`src/rtl/alu_issue_seq_if.sv`:
```
// Instruction handshake and ALU operand/result bus of the issue sequencer.
// master: the sequencer. It accepts instructions, drives the ALU operands and
//         reads the ALU result back.
// slave:  the environment. It is the instruction source together with the
//         combinational ALU.
interface alu_issue_seq_if;
    logic        inst_valid;
    logic        inst_ready;
    logic [15:0] inst;
    logic [15:0] alu_a;
    logic [15:0] alu_b;
    logic [3:0]  alu_opcode;
    logic [3:0]  alu_opext;
    logic [15:0] alu_s;
    logic [4:0]  alu_clfzn;

    modport master (
        input  inst_valid, inst, alu_s, alu_clfzn,
        output inst_ready, alu_a, alu_b, alu_opcode, alu_opext
    );

    modport slave (
        output inst_valid, inst, alu_s, alu_clfzn,
        input  inst_ready, alu_a, alu_b, alu_opcode, alu_opext
    );
endinterface

```
`src/rtl/alu_issue_seq.sv`:
```
// Multi-cycle issue sequencer for a CR16-style ALU.
// Each instruction reads the register file, drives the ALU, captures the
// result, then writes it back and updates the PSR.
// Optional build macro ALU_RESULT_REG_EN adds a CAP state. CAP registers the
// ALU result a second time, so latency grows from 3 to 4 cycles.
//
// state  | meaning
// -------+--------------------------------------------------------------
// IDLE   | ready for an instruction; latch it on valid
// READ   | decode, read operands from the register file, register them
// EXEC   | ALU inputs stable; capture S and flags at end of cycle
// CAP    | second result register stage (ALU_RESULT_REG_EN only)
// WB     | write S to Rdest, update psr, pulse done
module alu_issue_seq #(
    parameter int NREGS = 16,
    parameter int DW    = 16
) (
    input  logic                clk,
    input  logic                rst_n,
    alu_issue_seq_if.master     bus,
    output logic [4:0]          psr,
    output logic                done,
    input  logic [3:0]          dbg_addr,
    output logic [DW-1:0]       dbg_data
);

    typedef enum logic [2:0] {
        S_IDLE = 3'd0,
        S_READ = 3'd1,
        S_EXEC = 3'd2,
        S_CAP  = 3'd3,
        S_WB   = 3'd4
    } state_t;

    state_t        state_q, state_d;
    logic [15:0]   inst_q, inst_d;
    logic [DW-1:0] alu_a_q, alu_a_d;
    logic [DW-1:0] alu_b_q, alu_b_d;
    logic [3:0]    opcode_q, opcode_d;
    logic [3:0]    opext_q, opext_d;
    logic [DW-1:0] res_s_q, res_s_d;
    logic [4:0]    res_f_q, res_f_d;
    logic [4:0]    psr_q, psr_d;
    logic [DW-1:0] regs_q [NREGS];
    logic [DW-1:0] regs_d [NREGS];

    logic [3:0]    op, ext, rd, rs;
    logic          is_rtype, is_sext, is_nop, no_write;
    logic [DW-1:0] imm, op_a, op_b;
    logic [DW-1:0] wb_s;
    logic [4:0]    wb_f;

`ifdef ALU_RESULT_REG_EN
    logic [DW-1:0] cap_s_q, cap_s_d;
    logic [4:0]    cap_f_q, cap_f_d;

    assign wb_s = cap_s_q;
    assign wb_f = cap_f_q;
`else
    assign wb_s = res_s_q;
    assign wb_f = res_f_q;
`endif

    assign op  = inst_q[15:12];
    assign rd  = inst_q[11:8];
    assign ext = inst_q[7:4];
    assign rs  = inst_q[3:0];

    // Decode the latched instruction into operand selections and writeback class
    always_comb begin
        is_rtype = (op == 4'h0) || (op == 4'hA);
        is_sext  = (op == 4'h5) || (op == 4'h7) || (op == 4'h9) || (op == 4'hB);
        imm      = is_sext ? {{(DW-8){inst_q[7]}}, inst_q[7:0]} : {{(DW-8){1'b0}}, inst_q[7:0]};
        is_nop   = (op == 4'h0) && (ext == 4'h0);
        no_write = is_nop || ((op == 4'h0) && (ext == 4'hB)) || (op == 4'hB)
                   || ((op == 4'hA) && (ext == 4'h2));
        // MOVI passes the immediate through A; MOV passes Rsrc through A
        if (op == 4'hD)
            op_a = imm;
        else if ((op == 4'h0) && (ext == 4'hD))
            op_a = regs_q[rs];
        else
            op_a = regs_q[rd];
        op_b = is_rtype ? regs_q[rs] : imm;
    end

    // Next-state, operand/result capture and register-file writeback
    always_comb begin
        state_d  = state_q;
        inst_d   = inst_q;
        alu_a_d  = alu_a_q;
        alu_b_d  = alu_b_q;
        opcode_d = opcode_q;
        opext_d  = opext_q;
        res_s_d  = res_s_q;
        res_f_d  = res_f_q;
        psr_d    = psr_q;
        regs_d   = regs_q;
`ifdef ALU_RESULT_REG_EN
        cap_s_d  = cap_s_q;
        cap_f_d  = cap_f_q;
`endif
        case (state_q)
            S_IDLE: begin
                if (bus.inst_valid) begin
                    inst_d  = bus.inst;
                    state_d = S_READ;
                end
            end
            S_READ: begin
                alu_a_d  = op_a;
                alu_b_d  = op_b;
                opcode_d = op;
                opext_d  = ext;
                state_d  = S_EXEC;
            end
            S_EXEC: begin
                res_s_d = bus.alu_s;
                res_f_d = bus.alu_clfzn;
`ifdef ALU_RESULT_REG_EN
                state_d = S_CAP;
`else
                state_d = S_WB;
`endif
            end
`ifdef ALU_RESULT_REG_EN
            S_CAP: begin
                cap_s_d = res_s_q;
                cap_f_d = res_f_q;
                state_d = S_WB;
            end
`endif
            S_WB: begin
                if (!no_write)
                    regs_d[rd] = wb_s;
                if (!is_nop)
                    psr_d = wb_f;
                state_d = S_IDLE;
            end
            default: state_d = S_IDLE;
        endcase
    end

    // State, operand, result and architectural registers
    always_ff @(posedge clk or negedge rst_n) begin
        if (!rst_n) begin
            state_q  <= S_IDLE;
            inst_q   <= '0;
            alu_a_q  <= '0;
            alu_b_q  <= '0;
            opcode_q <= '0;
            opext_q  <= '0;
            res_s_q  <= '0;
            res_f_q  <= '0;
            psr_q    <= '0;
            for (int i = 0; i < NREGS; i++)
                regs_q[i] <= '0;
        end else begin
            state_q  <= state_d;
            inst_q   <= inst_d;
            alu_a_q  <= alu_a_d;
            alu_b_q  <= alu_b_d;
            opcode_q <= opcode_d;
            opext_q  <= opext_d;
            res_s_q  <= res_s_d;
            res_f_q  <= res_f_d;
            psr_q    <= psr_d;
            regs_q   <= regs_d;
        end
    end

`ifdef ALU_RESULT_REG_EN
    // Second result stage
    always_ff @(posedge clk or negedge rst_n) begin
        if (!rst_n) begin
            cap_s_q <= '0;
            cap_f_q <= '0;
        end else begin
            cap_s_q <= cap_s_d;
            cap_f_q <= cap_f_d;
        end
    end
`endif

    assign bus.inst_ready = (state_q == S_IDLE);
    assign bus.alu_a      = alu_a_q;
    assign bus.alu_b      = alu_b_q;
    assign bus.alu_opcode = opcode_q;
    assign bus.alu_opext  = opext_q;
    assign psr            = psr_q;
    assign done           = (state_q == S_WB);
    assign dbg_data       = regs_q[dbg_addr];

endmodule

```
`src/flat_wrapper.sv`:
```
// flat-port wrapper written by rule: the top's interface ports become plain ports
module alu_issue_seq_flat 
#(
    parameter int NREGS = 16,
    parameter int DW    = 16
)
  (clk, rst_n, psr, done, dbg_addr, dbg_data, bus_inst_valid, bus_inst, bus_alu_s, bus_alu_clfzn, bus_inst_ready, bus_alu_a, bus_alu_b, bus_alu_opcode, bus_alu_opext);
  alu_issue_seq_if bus_i ();
  input  logic clk;
  input  logic rst_n;
  output logic [4:0] psr;
  output logic done;
  input  logic [3:0] dbg_addr;
  output logic [DW-1:0] dbg_data;
  input wire logic [$bits(bus_i.inst_valid)-1:0] bus_inst_valid;
  input wire logic [$bits(bus_i.inst)-1:0] bus_inst;
  input wire logic [$bits(bus_i.alu_s)-1:0] bus_alu_s;
  input wire logic [$bits(bus_i.alu_clfzn)-1:0] bus_alu_clfzn;
  output wire logic [$bits(bus_i.inst_ready)-1:0] bus_inst_ready;
  output wire logic [$bits(bus_i.alu_a)-1:0] bus_alu_a;
  output wire logic [$bits(bus_i.alu_b)-1:0] bus_alu_b;
  output wire logic [$bits(bus_i.alu_opcode)-1:0] bus_alu_opcode;
  output wire logic [$bits(bus_i.alu_opext)-1:0] bus_alu_opext;
  assign bus_i.inst_valid = bus_inst_valid;
  assign bus_i.inst = bus_inst;
  assign bus_i.alu_s = bus_alu_s;
  assign bus_i.alu_clfzn = bus_alu_clfzn;
  assign bus_inst_ready = bus_i.inst_ready;
  assign bus_alu_a = bus_i.alu_a;
  assign bus_alu_b = bus_i.alu_b;
  assign bus_alu_opcode = bus_i.alu_opcode;
  assign bus_alu_opext = bus_i.alu_opext;
  alu_issue_seq #(.NREGS(NREGS), .DW(DW)) u_core (.clk(clk), .rst_n(rst_n), .bus(bus_i), .psr(psr), .done(done), .dbg_addr(dbg_addr), .dbg_data(dbg_data));
endmodule
```
`config.mk`:
```
export PLATFORM = sky130hd
export DESIGN_NAME = alu_issue_seq_flat
export DESIGN_NICKNAME = d
export VERILOG_FILES = /design/src/rtl/alu_issue_seq_if.sv /design/src/rtl/alu_issue_seq.sv /design/src/flat_wrapper.sv
export SDC_FILE = /design/constraint.sdc
export NUM_CORES = 1
export LEC_CHECK = 0
export CORE_UTILIZATION = 35
export CTS_BUF_LIST = sky130_fd_sc_hd__clkbuf_4
export CTS_CLUSTER_DIAMETER = 50
export DETAILED_ROUTE_END_ITERATION = 10
export SETUP_SLACK_MARGIN = 0.15
export SYNTH_ARGS = -nofsm -noshare
export SYNTH_HDL_FRONTEND = slang
export SYNTH_SLANG_ARGS = --single-unit
```
`constraint.sdc`:
```
create_clock -name clk -period 5.8 [get_ports clk]
set_input_delay 1.16 -clock clk [delete_from_list [all_inputs] [get_ports clk]]
set_output_delay 1.16 -clock clk [all_outputs]
set_load 0.05 [all_outputs]
```
==> flow_summary.json, run 1 <==
{
  "mostFrequentLayoutCells": "dfrtp_1, mux2_2, mux4_2",
  "grt_pass1_wl_mm": 88.0,
  "power_density_nw_per_um2": 517,
  "synth.lib_cells_used.distinct": 55,
  "multi_input_area_sq_um": 10200,
  "cts_buffers": 95,
  "hold_viol": 0,
  "async_flop_share_pct": 100,
  "drtIter0Drc": 1026,
  "p_leak_nw": 9.51,
  "ant_nets": 0,
  "synth_ff_type": "dfrtp_1",
  "path_clk_slew_ns": 0.06,
  "min_period_ns": 4.78,
  "dpl.hpwl_mm": 34.5,
  "rsz0062_at_grt": "no",
  "routedWlPerCell_um": 26.2,
  "status": "completed",
  "core_sq_um": 54000,
  "initial_core_util_pct": 35.5,
  "grt.total_usage_pct": 21.1,
  "dr_total_vias": 13000,
  "stdcell_count": 2198,
  "clock_skew_ns": 0.0562,
  "post_cts_resized": 0,
  "cp.required_ns": 4.64,
  "fmax_mhz": 209,
  "clk_latency_ns": 0.86,
  "avgSynthCellArea_sq_um": 14.6,
  "syn_inst": 1312,
  "drv_slew": 0,
  "grt_max_degree": 126,
  "wl_met3_mm": 4.55,
  "vias_per_cell": 5.91,
  "wl_mm": 57.6,
  "drive_above_1_share_pct": 49.7,
  "clock_sinks": 341,
  "dp.cells": 2020,
  "synthToLayoutAreaGrowth_pct": 15.7,
  "dieHeight_um": 236,
  "h-tree-depth": 3,
  "layout_commonest_cell": "dfrtp_1",
  "critPathCaptureType": "output pin",
  "ys_seq_area_share_pct": 44.5,
  "peakVddDrop_uv": 238,
  "grt_pass1_vias": 13400,
  "antenna_found_initial": 2,
  "clockRootBuffer": "clkbuf_4",
  "min_period_over_period_pct": 82.5,
  "drc": 0,
  "highest_layer": "met4",
  "worstMarginPinSlew_ns": 1.13,
  "die_x_um": 236,
  "fin_setup_tns_ns": 0,
  "finalSetupViolCount": 0,
  "syn_nets": 1356,
  "met1_length_mm": 25.1,
  "syn_area_sq_um": 19200,
  "postCtsHoldBufs": 0,
  "gp_congestion": 0.835,
  "cts_tree": "yes",
  "worstPathMaxFanout": 25,
  "critical_path_class": "in -> out",
  "dr.pass1.iters": 5,
  "wl_met2_mm": 26.2,
  "io_pins": 107,
  "drv_cap": 0,
  "nFillCells": 4983,
  "reg2reg_slack_ns": 2.48,
  "synth_edf_count": 0,
  "seq_area_sq_um": 8550,
  "nNetsFinal": 1465,
  "clockBufferDepth": 3,
  "ys_ff_latch": 341,
  "ys_warn_count": 0,
  "worst_setup_path_start_kind": "primary input",
  "die_area_sq_um": 55800,
  "cp_data_arrival_time_ns": 3.62,
  "num_rows": 85,
  "relSlewSlack_pct": 24.3,
  "post-cts-setup-buffer-count": 0,
  "port_buffers": 106,
  "hold_class": "in -> async",
  "grt_overflow": 0
}
## worst max-delay path: stages
cell             delay [ns]
buf_4                  0.34
buf_12                 0.28
mux4_2                 0.53
mux4_2                 0.55
clkdlybuf4s50_1        0.73
## layout make-up
class | instances | share of cell area [%]
Multi-Input combinational cell | 842 | 45.8
Sequential cell | 341 | 38.5
Timing Repair Buffer | 131 | 5.88
Clock buffer | 151 | 5.11
Tap cell | 696 | 3.92
Clock inverter | 21 | 0.479
Inverter | 10 | 0.169
Antenna cell | 6 | 0.0677
## per-layer routing
metal  GRT usage (%)  vias to the layer above
li1                -                     5409
met1            29.4                     6861
met2            31.5                      606
met3            5.48                      104
met4            7.94                        0
met5               0                        -
## synthesized netlist by cell type (2+ instances only)
cell | number | share of area, %
dfrtp_1 | 341 | 44
mux2_2 | 320 | 19
mux4_2 | 195 | 23
nand2_1 | 83 | 1.6
clkbuf_1 | 63 | 1.2
nor2_1 | 35 | 0.68
buf_2 | 34 | 0.89
a22oi_1 | 24 | 0.94
mux2i_1 | 22 | 1.1
o21ai_0 | 19 | 0.50
o211ai_1 | 18 | 0.70
nand3_1 | 16 | 0.42
a21oi_1 | 13 | 0.34
buf_4 | 11 | 0.43
mux2_4 | 10 | 0.78
o22ai_1 | 10 | 0.33
inv_1 | 9 | 0.18
a211oi_1 | 8 | 0.31
buf_1 | 8 | 0.16
o221ai_1 | 7 | 0.32
and2_1 | 6 | 0.20
nor2b_1 | 5 | 0.16
nor3_1 | 5 | 0.13
and3_1 | 3 | 0.098
buf_6 | 3 | 0.18
nand2b_1 | 3 | 0.098
nand3b_1 | 3 | 0.12
o31ai_1 | 3 | 0.12
a221o_1 | 2 | 0.10
a22o_1 | 2 | 0.091
a31oi_1 | 2 | 0.065
nand4b_1 | 2 | 0.091
nor3_2 | 2 | 0.10
nor4b_4 | 2 | 0.25
o21a_1 | 2 | 0.078
or3_1 | 2 | 0.065
## report_power, final
group          leakage (nW)  internal [mW]  total, mW  switching, mW
registers              4.54           3.14       4.43           1.29
logic                  4.22           2.35       4.79           2.44
clock network         0.751           1.22       2.25           1.04
total                  9.51           6.71       11.5           4.77
## sequential cells by signal, summed over array words and instances, names as in the netlist
register               cells
u_core.regs_q            256
u_core.bus.alu_a          16
u_core.bus.alu_b          16
u_core.inst_q             16
u_core.res_s_q            16
u_core.psr                 5
u_core.res_f_q             5
u_core.bus.alu_opcode      4
u_core.bus.alu_opext       4
u_core.state_q             3
## cells by family (layout without fill, tap and decap cells)
| logic type | Yosys count | count (layout) | share of synthesized area, % |
|---|---|---|---|
| AO/OA/AOI/OAI | 116 | 116 | 4.21 |
| XOR/XNOR | 1 | 1 | 0.0457 |
| buffers and inverters | 129 | 313 | 3.08 |
| flip-flops | 341 | 341 | 44.5 |
| multiplexers | 547 | 547 | 43.6 |
| other | 0 | 6 | 0 |
| AND/OR/NAND/NOR | 178 | 178 | 4.59 |
## worst paths after layout
check / to / cells after the start / from
worst max-delay path: dbg_data[7] / 5 / dbg_addr[0]
worst min-delay path: u_core.regs_q[243] / 1 / rst_n
worst max register to register: u_core.regs_q[99] / 5 / u_core.inst_q[11]
worst min register to register: u_core.bus.alu_opcode[1] / 2 / u_core.bus.alu_opcode[1]
max in group asynchronous: u_core.regs_q[250] / 2 / rst_n
min in group clk: u_core.bus.alu_opcode[1] / 2 / u_core.bus.alu_opcode[1]
## per-stage QoR
stage                     instance area, sq um  hold WS (ns)  total power [mW]  util, %  setup slack (ns)
after detailed placement                 20900         0.468              9.23     38.7             0.972
after global routing                     22200         0.434              12.1     41.1             0.898
final                                    22200         0.388              11.5     41.1              1.02
after CTS                                22200         0.454              11.5     41.0             0.972
after global placement                   20900         0.458              9.13     38.7             0.986
after floorplan                          19200         0.475              7.54        -              1.64
(Power assumes the default switching activity.)
==> inputs of run 2 (changes only) <==
Clock period 5.8 ns to 4.3 ns, I/O delays scaled along.
==> run 2 against run 1 <==
Worst setup slack got worse by 0.27 ns. Critical path depth unchanged. Via count increased by 1.2%. Global-route usage increased by 0.070 points. Die area unchanged. Sequential power increased by 36%. Design area increased by 0.91%. Clock skew decreased by 0.014 ns. Clock power increased by 35%. Sequential share of layout area decreased by 0.35 points. Critical path type unchanged. Largest cell class unchanged. Highest routed layer unchanged.
==> flow_summary.json, run 2 (same netlist as run 1, synthesis figures left out) <==
{
  "r2r_end": "u_core.regs_q[40]",
  "post-cts-setup-buffer-count": 0,
  "placed_area_sq_um": 21200,
  "r2r_cells": 7,
  "hold_class": "in -> async",
  "r2r-start": "u_core.inst_q[11]",
  "drc": 0,
  "num_rows": 85,
  "die_x_um": 236,
  "clockBufferDepth": 3,
  "cts_buffers": 93,
  "clock_skew_ns": 0.0423,
  "pre_cts_slack_ns": 0.717,
  "largest_register_ffs": 256,
  "grt.total_usage_pct": 21.2,
  "clk_latency_ns": 0.84,
  "grt_overflow": 0,
  "peakVddDrop_uv": 379,
  "nFillCells": 4927,
  "postCtsHoldBufs": 0,
  "drv_slew": 0,
  "status": "completed",
  "p_leak_nw": 9.70,
  "antenna_found_initial": 2,
  "worst_setup_path_start_kind": "primary input",
  "finalSetupViolCount": 0,
  "hold_viol": 0,
  "cts_tree": "yes",
  "dr_total_vias": 13100,
  "post_cts_resized": 0,
  "min_period_ns": 3.56,
  "ant_nets": 0,
  "core_sq_um": 54000,
  "io_pins": 107,
  "worstMarginPinSlew_ns": 0.921,
  "critPathCaptureType": "output pin",
  "die_area_sq_um": 55800,
  "fin_setup_tns_ns": 0,
  "port_buffers": 106,
  "clock_sinks": 341,
  "worstPathMaxFanout": 24,
  "h-tree-depth": 3,
  "reg2reg_slack_ns": 1.06,
  "relSlewSlack_pct": 38.4,
  "path_clk_slew_ns": 0.07,
  "initial_core_util_pct": 35.5,
  "grt_pass1_vias": 13300,
  "dieHeight_um": 236,
  "largest_register": "u_core.regs_q",
  "dr.pass1.iters": 5,
  "finalWorstSetupSlack_ns": 0.744,
  "routedWlPerCell_um": 26.1,
  "vias_per_cell": 5.94,
  "cp.required_ns": 3.44,
  "drive_above_1_share_pct": 51.4,
  "drv_cap": 0,
  "dpl.hpwl_mm": 37.8,
  "fin_area_sq_um": 22400,
  "gp_congestion": 0.862,
  "synthToLayoutAreaGrowth_pct": 16.7,
  "power_density_nw_per_um2": 695,
  "grt_pass1_wl_mm": 88.0,
  "mostFrequentLayoutCells": "dfrtp_1, mux2_2, mux4_2",
  "utilization_pct": 41.4,
  "layout_commonest_cell": "dfrtp_1",
  "drtIter0Drc": 1132,
  "grt_max_degree": 101,
  "nNetsFinal": 1498,
  "cp_data_arrival_time_ns": 2.70,
  "wl_mm": 57.8,
  "critical_path_class": "in -> out",
  "clockRootBuffer": "clkbuf_4",
  "min_period_over_period_pct": 82.7,
  "rsz0062_at_grt": "no",
  "fmax_mhz": 281
}
-- run 2: cell types whose count changed in the layout (fill, tap and decap cells not counted), moves of 3 or more --
| cell | before | now |
|---|---|---|
| buf_12 | 5 | 13 |
| buf_4 | 21 | 64 |
| clkinv_1 | 17 | 12 |
| diode_2 | 6 | 1 |
| inv_2 | 3 | 0 |
| clkbuf_4 | 151 | 141 |
| clkdlybuf4s50_1 | 102 | 86 |
| nor2_4 | 10 | 0 |
| nor2_2 | 1 | 10 |
-- run 2: per-stage QoR --
step	cells	power, mW	hold slack, ns
4_1_cts	2211	15.6	0.0611
5_1_grt	2212	16.4	0.107
6_report	2212	15.6	0.0812
3_5_place_dp	2055	12.5	0.463
2_1_floorplan	1312	10.2	0.475
3_3_place_gp	2055	12.4	0.459
-- run 2: power by group --
group          total, mW  switching [mW]  internal [mW]
clock network       3.04            1.39           1.65
registers           6.01            1.77           4.24
logic               6.51            3.27           3.23
-- run 2: area by class of cell --
type / count / area (sq um) / share of cell area (%)
clock buffers: 141 / 1060 / 4.73
repair buffers: 166 / 1630 / 7.26
well taps: 696 / 871 / 3.89
multi-input cells: 842 / 10100 / 45.1
diodes: 1 / 2.50 / 0.0112
clock inverters: 15 / 136 / 0.609
flip-flops and latches: 341 / 8550 / 38.2
inverters: 10 / 37.5 / 0.168
-- run 2: layer usage --
| layer | vias up | global-route usage [%] | part of all wire, % |
|---|---|---|---|
| met5 | - | 0 | 0 |
| met4 | 0 | 8.44 | 3.1 |
| met3 | 118 | 5.25 | 8.4 |
| met2 | 642 | 32.1 | 46 |
| met1 | 6925 | 29.0 | 43 |
| li1 | 5451 | - | - |
-- run 2: worst max path at each step --
stage,cells past startpoint,slack [ns],start,endpoint
2_1_floorplan,4,0.74,dbg_addr[0],dbg_data[0]
3_3_place_gp,5,0.72,dbg_addr[0],dbg_data[13]
3_5_place_dp,5,0.72,dbg_addr[0],dbg_data[13]
4_1_cts,5,0.72,dbg_addr[0],dbg_data[13]
5_1_grt,5,0.66,dbg_addr[0],dbg_data[13]
6_report,5,0.74,dbg_addr[0],dbg_data[13]
-- run 2: worst max-delay path: stages --
cell	delay, ns
buf_4	0.27
buf_12	0.27
mux4_2	0.54
mux4_2	0.54
buf_12	0.18
